$ cat src/rtl/div_unit_pkg.sv
// Shared definitions for the iterative EXE-stage divider: state encoding,
// iteration count and the divide-by-zero result constant.
package div_unit_pkg;

  localparam int unsigned DIV_WIDTH  = 32;
  // One restoring step per bit of the quotient.
  localparam int unsigned DIV_CYCLES = DIV_WIDTH;

  // Divide-by-zero quotient: all ones (remainder returns the raw dividend).
  localparam logic [DIV_WIDTH-1:0] DIV_DZ_QUOTIENT = '1;

  typedef enum logic [1:0] {
    DIV_IDLE = 2'd0,
    DIV_RUN  = 2'd1,
    DIV_DONE = 2'd2
  } div_state_e;

endpackage

$ cat src/rtl/div_unit_if.sv
// Divider request/response bundle between the EXE stage and div_unit.
// Handshake: the EXE stage holds start (with operands stable) until the cycle
// in which done is high; done is a one-cycle strobe and quotient/remainder are
// valid in that cycle and hold until the next done. cancel withdraws the
// request in any cycle and suppresses a done that would otherwise fire.
interface div_unit_if #(
  parameter int unsigned WIDTH = div_unit_pkg::DIV_WIDTH
);
  logic             start;
  logic             signed_op;
  logic             cancel;
  logic [WIDTH-1:0] dividend;
  logic [WIDTH-1:0] divisor;
  logic             stall_req;
  logic             busy;
  logic             done;
  logic [WIDTH-1:0] quotient;
  logic [WIDTH-1:0] remainder;
  logic [1:0]       dbg_state;

  // EXE-stage side: issues the operation, observes the result.
  modport master (
    output start, signed_op, cancel, dividend, divisor,
    input  stall_req, busy, done, quotient, remainder, dbg_state
  );

  // Divider side.
  modport slave (
    input  start, signed_op, cancel, dividend, divisor,
    output stall_req, busy, done, quotient, remainder, dbg_state
  );
endinterface

$ cat src/rtl/div_unit_step.sv
// One combinational restoring-division iteration: shift {rem,quo} left by one,
// trial-subtract the divisor and keep the difference when it is non-negative.
module div_step #(
  parameter int unsigned WIDTH = 32
) (
  input  logic [WIDTH-1:0] i_rem,
  input  logic [WIDTH-1:0] i_quo,
  input  logic [WIDTH-1:0] i_dvs,
  output logic [WIDTH-1:0] o_rem,
  output logic [WIDTH-1:0] o_quo
);

  logic [WIDTH:0] w_rem_sh;
  logic [WIDTH:0] w_diff;

  // The extra top bit of the subtract acts as the borrow/sign flag.
  always_comb begin
    w_rem_sh = {i_rem, i_quo[WIDTH-1]};
    w_diff   = w_rem_sh - {1'b0, i_dvs};
    if (!w_diff[WIDTH]) begin
      o_rem = w_diff[WIDTH-1:0];
      o_quo = {i_quo[WIDTH-2:0], 1'b1};
    end else begin
      // Partial remainder is always below the divisor, so the shifted
      // value fits in WIDTH bits whenever the subtract borrows.
      o_rem = w_rem_sh[WIDTH-1:0];
      o_quo = {i_quo[WIDTH-2:0], 1'b0};
    end
  end

endmodule

$ cat src/rtl/div_unit.sv
// Iterative signed/unsigned divider for DIV/DIVU. Magnitudes are divided with
// a restoring algorithm (one bit per cycle) and signs are fixed up at the end.
// Quotient feeds LO and remainder feeds HI.
module div_unit
  import div_unit_pkg::*;
#(
  parameter int unsigned WIDTH = DIV_WIDTH
) (
  input  logic     clk,
  input  logic     rst,
  div_unit_if.slave bus
);

  localparam int unsigned CNT_W = $clog2(WIDTH);
  localparam logic [CNT_W-1:0] LAST_STEP = CNT_W'(WIDTH - 1);

  div_state_e       r_state;
  div_state_e       w_next_state;
  logic [WIDTH-1:0] r_rem;
  logic [WIDTH-1:0] r_quo;
  logic [WIDTH-1:0] r_dvs;
  logic [CNT_W-1:0] r_count;
  logic             r_qsign;
  logic             r_rsign;
  logic [WIDTH-1:0] r_quotient;
  logic [WIDTH-1:0] r_remainder;

  logic             w_accept;
  logic             w_div_zero;
  logic             w_dd_neg;
  logic             w_dv_neg;
  logic [WIDTH-1:0] w_dd_abs;
  logic [WIDTH-1:0] w_dv_abs;
  logic [WIDTH-1:0] w_step_rem;
  logic [WIDTH-1:0] w_step_quo;
  logic [WIDTH-1:0] w_fix_quo;
  logic [WIDTH-1:0] w_fix_rem;
  logic             w_done;

  // Operand conditioning: magnitudes and signs, signs forced to 0 for DIVU.
  always_comb begin
    w_accept   = bus.start && !bus.cancel;
    w_div_zero = (bus.divisor == '0);
    w_dd_neg   = bus.signed_op && bus.dividend[WIDTH-1];
    w_dv_neg   = bus.signed_op && bus.divisor[WIDTH-1];
    // Negating the most negative value wraps to itself, which is still the
    // correct unsigned magnitude.
    w_dd_abs   = w_dd_neg ? (~bus.dividend + 1'b1) : bus.dividend;
    w_dv_abs   = w_dv_neg ? (~bus.divisor + 1'b1) : bus.divisor;
  end

  div_step #(
    .WIDTH (WIDTH)
  ) u_step (
    .i_rem (r_rem),
    .i_quo (r_quo),
    .i_dvs (r_dvs),
    .o_rem (w_step_rem),
    .o_quo (w_step_quo)
  );

  // State register.
  always_ff @(posedge clk or posedge rst) begin
    if (rst) r_state <= DIV_IDLE;
    else     r_state <= w_next_state;
  end

  // Next-state logic; cancel outranks start and step completion.
  always_comb begin
    w_next_state = r_state;
    case (r_state)
      DIV_IDLE: begin
        if (w_accept) w_next_state = w_div_zero ? DIV_DONE : DIV_RUN;
      end
      DIV_RUN: begin
        if (bus.cancel)                w_next_state = DIV_IDLE;
        else if (r_count == LAST_STEP) w_next_state = DIV_DONE;
      end
      DIV_DONE: w_next_state = DIV_IDLE;
      default:  w_next_state = DIV_IDLE;
    endcase
  end

  // Datapath: latch operands on accept, iterate in RUN, capture results in DONE.
  always_ff @(posedge clk or posedge rst) begin
    if (rst) begin
      r_rem       <= '0;
      r_quo       <= '0;
      r_dvs       <= '0;
      r_count     <= '0;
      r_qsign     <= 1'b0;
      r_rsign     <= 1'b0;
      r_quotient  <= '0;
      r_remainder <= '0;
    end else begin
      case (r_state)
        DIV_IDLE: begin
          if (w_accept) begin
            r_count <= '0;
            r_dvs   <= w_dv_abs;
            if (w_div_zero) begin
              // Preload the final answer; zero sign flags pass it through.
              r_quo   <= WIDTH'(DIV_DZ_QUOTIENT);
              r_rem   <= bus.dividend;
              r_qsign <= 1'b0;
              r_rsign <= 1'b0;
            end else begin
              r_quo   <= w_dd_abs;
              r_rem   <= '0;
              r_qsign <= w_dd_neg ^ w_dv_neg;
              r_rsign <= w_dd_neg;
            end
          end
        end
        DIV_RUN: begin
          if (!bus.cancel) begin
            r_rem   <= w_step_rem;
            r_quo   <= w_step_quo;
            r_count <= r_count + 1'b1;
          end
        end
        DIV_DONE: begin
          if (!bus.cancel) begin
            r_quotient  <= w_fix_quo;
            r_remainder <= w_fix_rem;
          end
        end
        default: ;
      endcase
    end
  end

  // Sign fix-up and output drive; results are visible in the done cycle and
  // then held in r_quotient/r_remainder until the next completion.
  always_comb begin
    w_fix_quo     = r_qsign ? (~r_quo + 1'b1) : r_quo;
    w_fix_rem     = r_rsign ? (~r_rem + 1'b1) : r_rem;
    w_done        = (r_state == DIV_DONE) && !bus.cancel;
    bus.done      = w_done;
    bus.busy      = (r_state == DIV_RUN);
    bus.stall_req = bus.start && !w_done && !bus.cancel;
    bus.quotient  = w_done ? w_fix_quo : r_quotient;
    bus.remainder = w_done ? w_fix_rem : r_remainder;
    bus.dbg_state = r_state;
  end

endmodule

$ cat src/flat_wrapper.sv
// flat-port wrapper written by rule: the top's interface ports become plain ports
module div_unit_flat import div_unit_pkg::*;
#(
  parameter int unsigned WIDTH = DIV_WIDTH
)
  (clk, rst, bus_start, bus_signed_op, bus_cancel, bus_dividend, bus_divisor, bus_stall_req, bus_busy, bus_done, bus_quotient, bus_remainder, bus_dbg_state);
  div_unit_if #(.WIDTH(WIDTH)) bus_i ();
  input  logic clk;
  input  logic rst;
  input wire logic [$bits(bus_i.start)-1:0] bus_start;
  input wire logic [$bits(bus_i.signed_op)-1:0] bus_signed_op;
  input wire logic [$bits(bus_i.cancel)-1:0] bus_cancel;
  input wire logic [$bits(bus_i.dividend)-1:0] bus_dividend;
  input wire logic [$bits(bus_i.divisor)-1:0] bus_divisor;
  output wire logic [$bits(bus_i.stall_req)-1:0] bus_stall_req;
  output wire logic [$bits(bus_i.busy)-1:0] bus_busy;
  output wire logic [$bits(bus_i.done)-1:0] bus_done;
  output wire logic [$bits(bus_i.quotient)-1:0] bus_quotient;
  output wire logic [$bits(bus_i.remainder)-1:0] bus_remainder;
  output wire logic [$bits(bus_i.dbg_state)-1:0] bus_dbg_state;
  assign bus_i.start = bus_start;
  assign bus_i.signed_op = bus_signed_op;
  assign bus_i.cancel = bus_cancel;
  assign bus_i.dividend = bus_dividend;
  assign bus_i.divisor = bus_divisor;
  assign bus_stall_req = bus_i.stall_req;
  assign bus_busy = bus_i.busy;
  assign bus_done = bus_i.done;
  assign bus_quotient = bus_i.quotient;
  assign bus_remainder = bus_i.remainder;
  assign bus_dbg_state = bus_i.dbg_state;
  div_unit #(.WIDTH(WIDTH)) u_core (.clk(clk), .rst(rst), .bus(bus_i));
endmodule
$ cat config.mk
export PLATFORM = sky130hd
export DESIGN_NAME = div_unit_flat
export DESIGN_NICKNAME = d
export VERILOG_FILES = /design/src/rtl/div_unit_pkg.sv /design/src/rtl/div_unit_if.sv /design/src/rtl/div_unit_step.sv /design/src/rtl/div_unit.sv /design/src/flat_wrapper.sv
export SDC_FILE = /design/constraint.sdc
export NUM_CORES = 1
export LEC_CHECK = 0
export CAP_MARGIN = 20
export CORE_MARGIN = 1
export CORE_UTILIZATION = 50
export CTS_CLUSTER_SIZE = 24
export DETAILED_ROUTE_END_ITERATION = 12
export GPL_TIMING_DRIVEN = 0
export PLACE_DENSITY_LB_ADDON = 0.3
export SLEW_MARGIN = 20
export SYNTH_ARGS = -nofsm -noshare
export SYNTH_HDL_FRONTEND = slang
export SYNTH_SLANG_ARGS = --single-unit
$ cat constraint.sdc
create_clock -name clk -period 13.6 [get_ports clk]
set_clock_uncertainty 0.15 [all_clocks]
set_input_delay 2.04 -clock clk [delete_from_list [all_inputs] [get_ports clk]]
set_output_delay 2.04 -clock clk [all_outputs]
set_load 0.02 [all_outputs]
==> impl_metrics.toml <==
[cts]
insertion_delay_ns = 0.44
number_of_gates_resized_after_cts = 0
cts_hold_buffers = 0
tritoncts = "yes"
cts_buffer_depth = 2
cts_made_buffers = 17
clk_pin_slew_ns = 0.06
cts-root-buf = "clkbuf_16"
post_cts_buffers = 0
clock_sinks = 169
htree_num_levels = 4

[floorplan]
initial_utilization = 0.515
floorplan.die.width_um = 153
ios = 138
die_outline_area_sq_um = 23400
fp-row-count = 54
die_height_um = 153
core_region_area_sq_um = 22100

[timing]
max_slew_margin = 0.234
period_minus_slack_ns = 7.36
grt_setup_unrepaired = "no"
final_hold_viol_count = 0
count_of_endpoints_failing_setup_in_the_final_report = 0
max_slew.worst_pin.slew_ns = 1.14
fmax_mhz = 136
maxSlewViolCount = 0
layout_worst_path_cycle_share = 0.542
timing.setup.tns_ns = 0

[detailed_routing]
drt_drc_violations_left = 0
routed_wirelength_mm = 33.8
first_pass_iters = 5
dr_total_vias = 10900
detailedRoute.firstIterationViolations = 736
routed_via_density = 5.96
wire_per_inst_um = 18.5
final_antenna_net_count = 0

[placement]
hpwl_dp_mm = 25.9
port_buffers = 137
dp.cells = 1801
routabilityCongestion = 0.945

[final_layout]
final-instance-count-excl-fill = 1831
final.fill_count = 1993
area.growth.synth_to_final_pct = 20.8
final_layout_size_suffix_gt1_frac = 0.0400
insertedDiodeCount = 0
layout.nets = 1648
finish.utilization = 0.623

[setup_path]
critPathCapture = "bus_remainder[5]"
setup.worst_path.start = "bus_cancel"
reg2reg_to = "u_core.r_rem[25]$_DFFE_PP0P_"
ff2ff_setup_slack_ns = 9.28
worstSetupEndpointType = "output port"
cp-start-kind = "input pin"
crit_slowest_cell = "clkdlybuf4s50_1"
path_cells = "clkdlybuf4s50_1, nand3b_1, clkbuf_1, clkbuf_1, nand2_1, o21ai_0, clkdlybuf4s50_1"
cpPeakStageDelay_ns = 0.65
critPathKind = "input pin to output port"
worstPathMaxFanout = 10
r2r_start = "u_core.r_quo[31]$_DFFE_PP0P_"
cp.arrival_ns = 5.17
rr_worst_depth = 13
critical_path_required_ns = 11.41

[power]
p_leak_nw = 5.65
pwr_density_cell_nw_per_um2 = 170
vdd_ir_drop_max_v = 0.0000983

[synth]
synth_fp_nets = 1491
post_synth.cell_area_avg_sq_um = 8.23
ys_types = 71
postSynthCellCount = 1383
synth.ff_latch_count = 169
syn-cell-area_sq_um = 11400
post_synth_arst_share = 1.00
synth.yosys.warnings = 0
ys_seq_area_frac = 0.371
number_of_enable_type_register_cells_in_the_synthesized_netlist = 0
postSynth.topFlopCell = "dfrtp_1"

[global_routing]
grt_remaining_overflow = 0
grt.total_usage = 0.297
grt_start_max_net_pins = 107
grt_first_pass_wirelength_mm = 54.4
grt_antenna_before_repair = 0
grt_pass1_vias = 10200

[run_status]
status = "finished clean"

[worst_hold_path]
timing.hold.worst.class = "register to register"

[job]
cap_violations = 0
[area by class of cell]
cell class	count	area, sq um	share of cell area
clock buffers	22	464	0.0337
clock inverters	8	145	0.0106
repair buffers	138	1400	0.102
inverters	56	218	0.0158
multi-input cells	1078	6630	0.482
flip-flops and latches	169	4230	0.307
plain buffers	80	322	0.0234
well taps	280	350	0.0255
[Yosys cell counts, types with 3 or more instances]
cell      count  area (sq um)
o22ai_1      30           188
clkbuf_1     66           248
and2_1        7          43.8
nor4_1        8          50.1
or2_2         8          50.1
a31oi_1      24           150
nand2_1     177           664
a32oi_1      12           105
nand4_1       8          50.1
or4_1        10          75.1
and3_1        5          31.3
buf_4         3          22.5
o211ai_1     11          82.6
nor2b_1       8          50.1
a211oi_1      7          52.6
nor2_1      100           375
ha_1         38           475
a21boi_0      3          22.5
nand3b_1      5          37.5
a21oi_1     111           556
xor2_1       89           780
nand2b_1     17           106
a22o_1        4          35.0
o21ai_1       6          30.0
o41ai_1       8          70.1
xnor2_1      54           473
mux2i_1       8          80.1
inv_1        56           210
o21ai_0     145           726
nand3_1      41           205
buf_1         8          30.0
a21o_1        8          60.1
or3_1        16           100
o221ai_1      3          26.3
nor3_1       18          90.1
o31ai_1      34           255
a22oi_1      14           105
dfrtp_1     169          4230
[metal layers]
layer | part of all wire | track usage
met5 | 0 | 0
met4 | 0.036 | 0.114
met3 | 0.070 | 0.0536
met2 | 0.47 | 0.489
met1 | 0.43 | 0.389
[cells in the final DEF (no fill, tap or decap), drive strengths merged, types with 14 or more instances in the layout]
cell type and n:
or3 18, nand2 178, clkbuf 88, inv 56, dfrtp 169, buf 15
o31ai 35, a22oi 14, nor3 19, o21ai 151, nand3 41, ha 38
a21oi 111, xnor2 55, a31oi 24, nand2b 17, xor2 90, nor2 103
o22ai 30, clkdlybuf4s50 137
[how the worst min path moves through the flow]
stage                                         to                    startpoint  slack (ns)  cells after the start
finish              u_core.r_dvs[18]$_DFFE_PP0P_  u_core.r_dvs[18]$_DFFE_PP0P_        0.33                      2
global route        u_core.r_dvs[28]$_DFFE_PP0P_  u_core.r_dvs[28]$_DFFE_PP0P_        0.35                      2
global placement     u_core.r_dvs[5]$_DFFE_PP0P_   u_core.r_dvs[5]$_DFFE_PP0P_        0.31                      2
floorplan           u_core.r_dvs[10]$_DFFE_PP0P_  u_core.r_dvs[10]$_DFFE_PP0P_        0.30                      2
CTS                 u_core.r_dvs[18]$_DFFE_PP0P_  u_core.r_dvs[18]$_DFFE_PP0P_        0.34                      2
detailed placement  u_core.r_dvs[18]$_DFFE_PP0P_  u_core.r_dvs[18]$_DFFE_PP0P_        0.32                      2
[registers in the layout, indices dropped and copies added (netlist names)]
| name | flops |
|---|---|
| u_core.r_rem | 32 |
| u_core.r_count | 5 |
| u_core.r_rsign | 1 |
| u_core.bus.dbg_state | 2 |
| u_core.r_dvs | 32 |
| u_core.r_remainder | 32 |
| u_core.r_qsign | 1 |
| u_core.r_quotient | 32 |
| u_core.r_quo | 32 |
[kinds of logic after synthesis]
group | synth area share
flip-flops | 0.371
XOR/XNOR | 0.113
buffers and inverters | 0.0467
adder cells (fa/ha/maj) | 0.0435
multiplexers | 0.00703
AO/OA/AOI/OAI | 0.233
AND/OR/NAND/NOR | 0.185
[metrics by stage]
| step | hold WS (ns) | power [mW] | area (sq um) | setup slack [ns] |
|---|---|---|---|---|
| 2_1_floorplan | 0.300 | 1.49 | 11400 | 6.83 |
| 3_3_place_gp | 0.311 | 1.77 | 13100 | 4.66 |
| 3_5_place_dp | 0.321 | 1.79 | 13100 | 6.17 |
| 4_1_cts | 0.335 | 2.31 | 13800 | 6.16 |
| 5_1_grt | 0.348 | 2.49 | 13800 | 5.93 |
| 6_report | 0.328 | 2.33 | 13800 | 6.24 |
[critical path: cells and delay by family]
kind	cells	cell delay, ns
compound gates	1	0.12
simple gates	2	0.67
buf+inv	4	2.33
[power breakdown]
| group | internal [mW] | leakage, nW | switching (mW) | total (mW) |
|---|---|---|---|---|
| logic | 0.422 | 3.20 | 0.662 | 1.08 |
| clock network | 0.315 | 0.292 | 0.199 | 0.514 |
| registers | 0.590 | 2.16 | 0.146 | 0.736 |
Power figures use the tool's default switching activity.
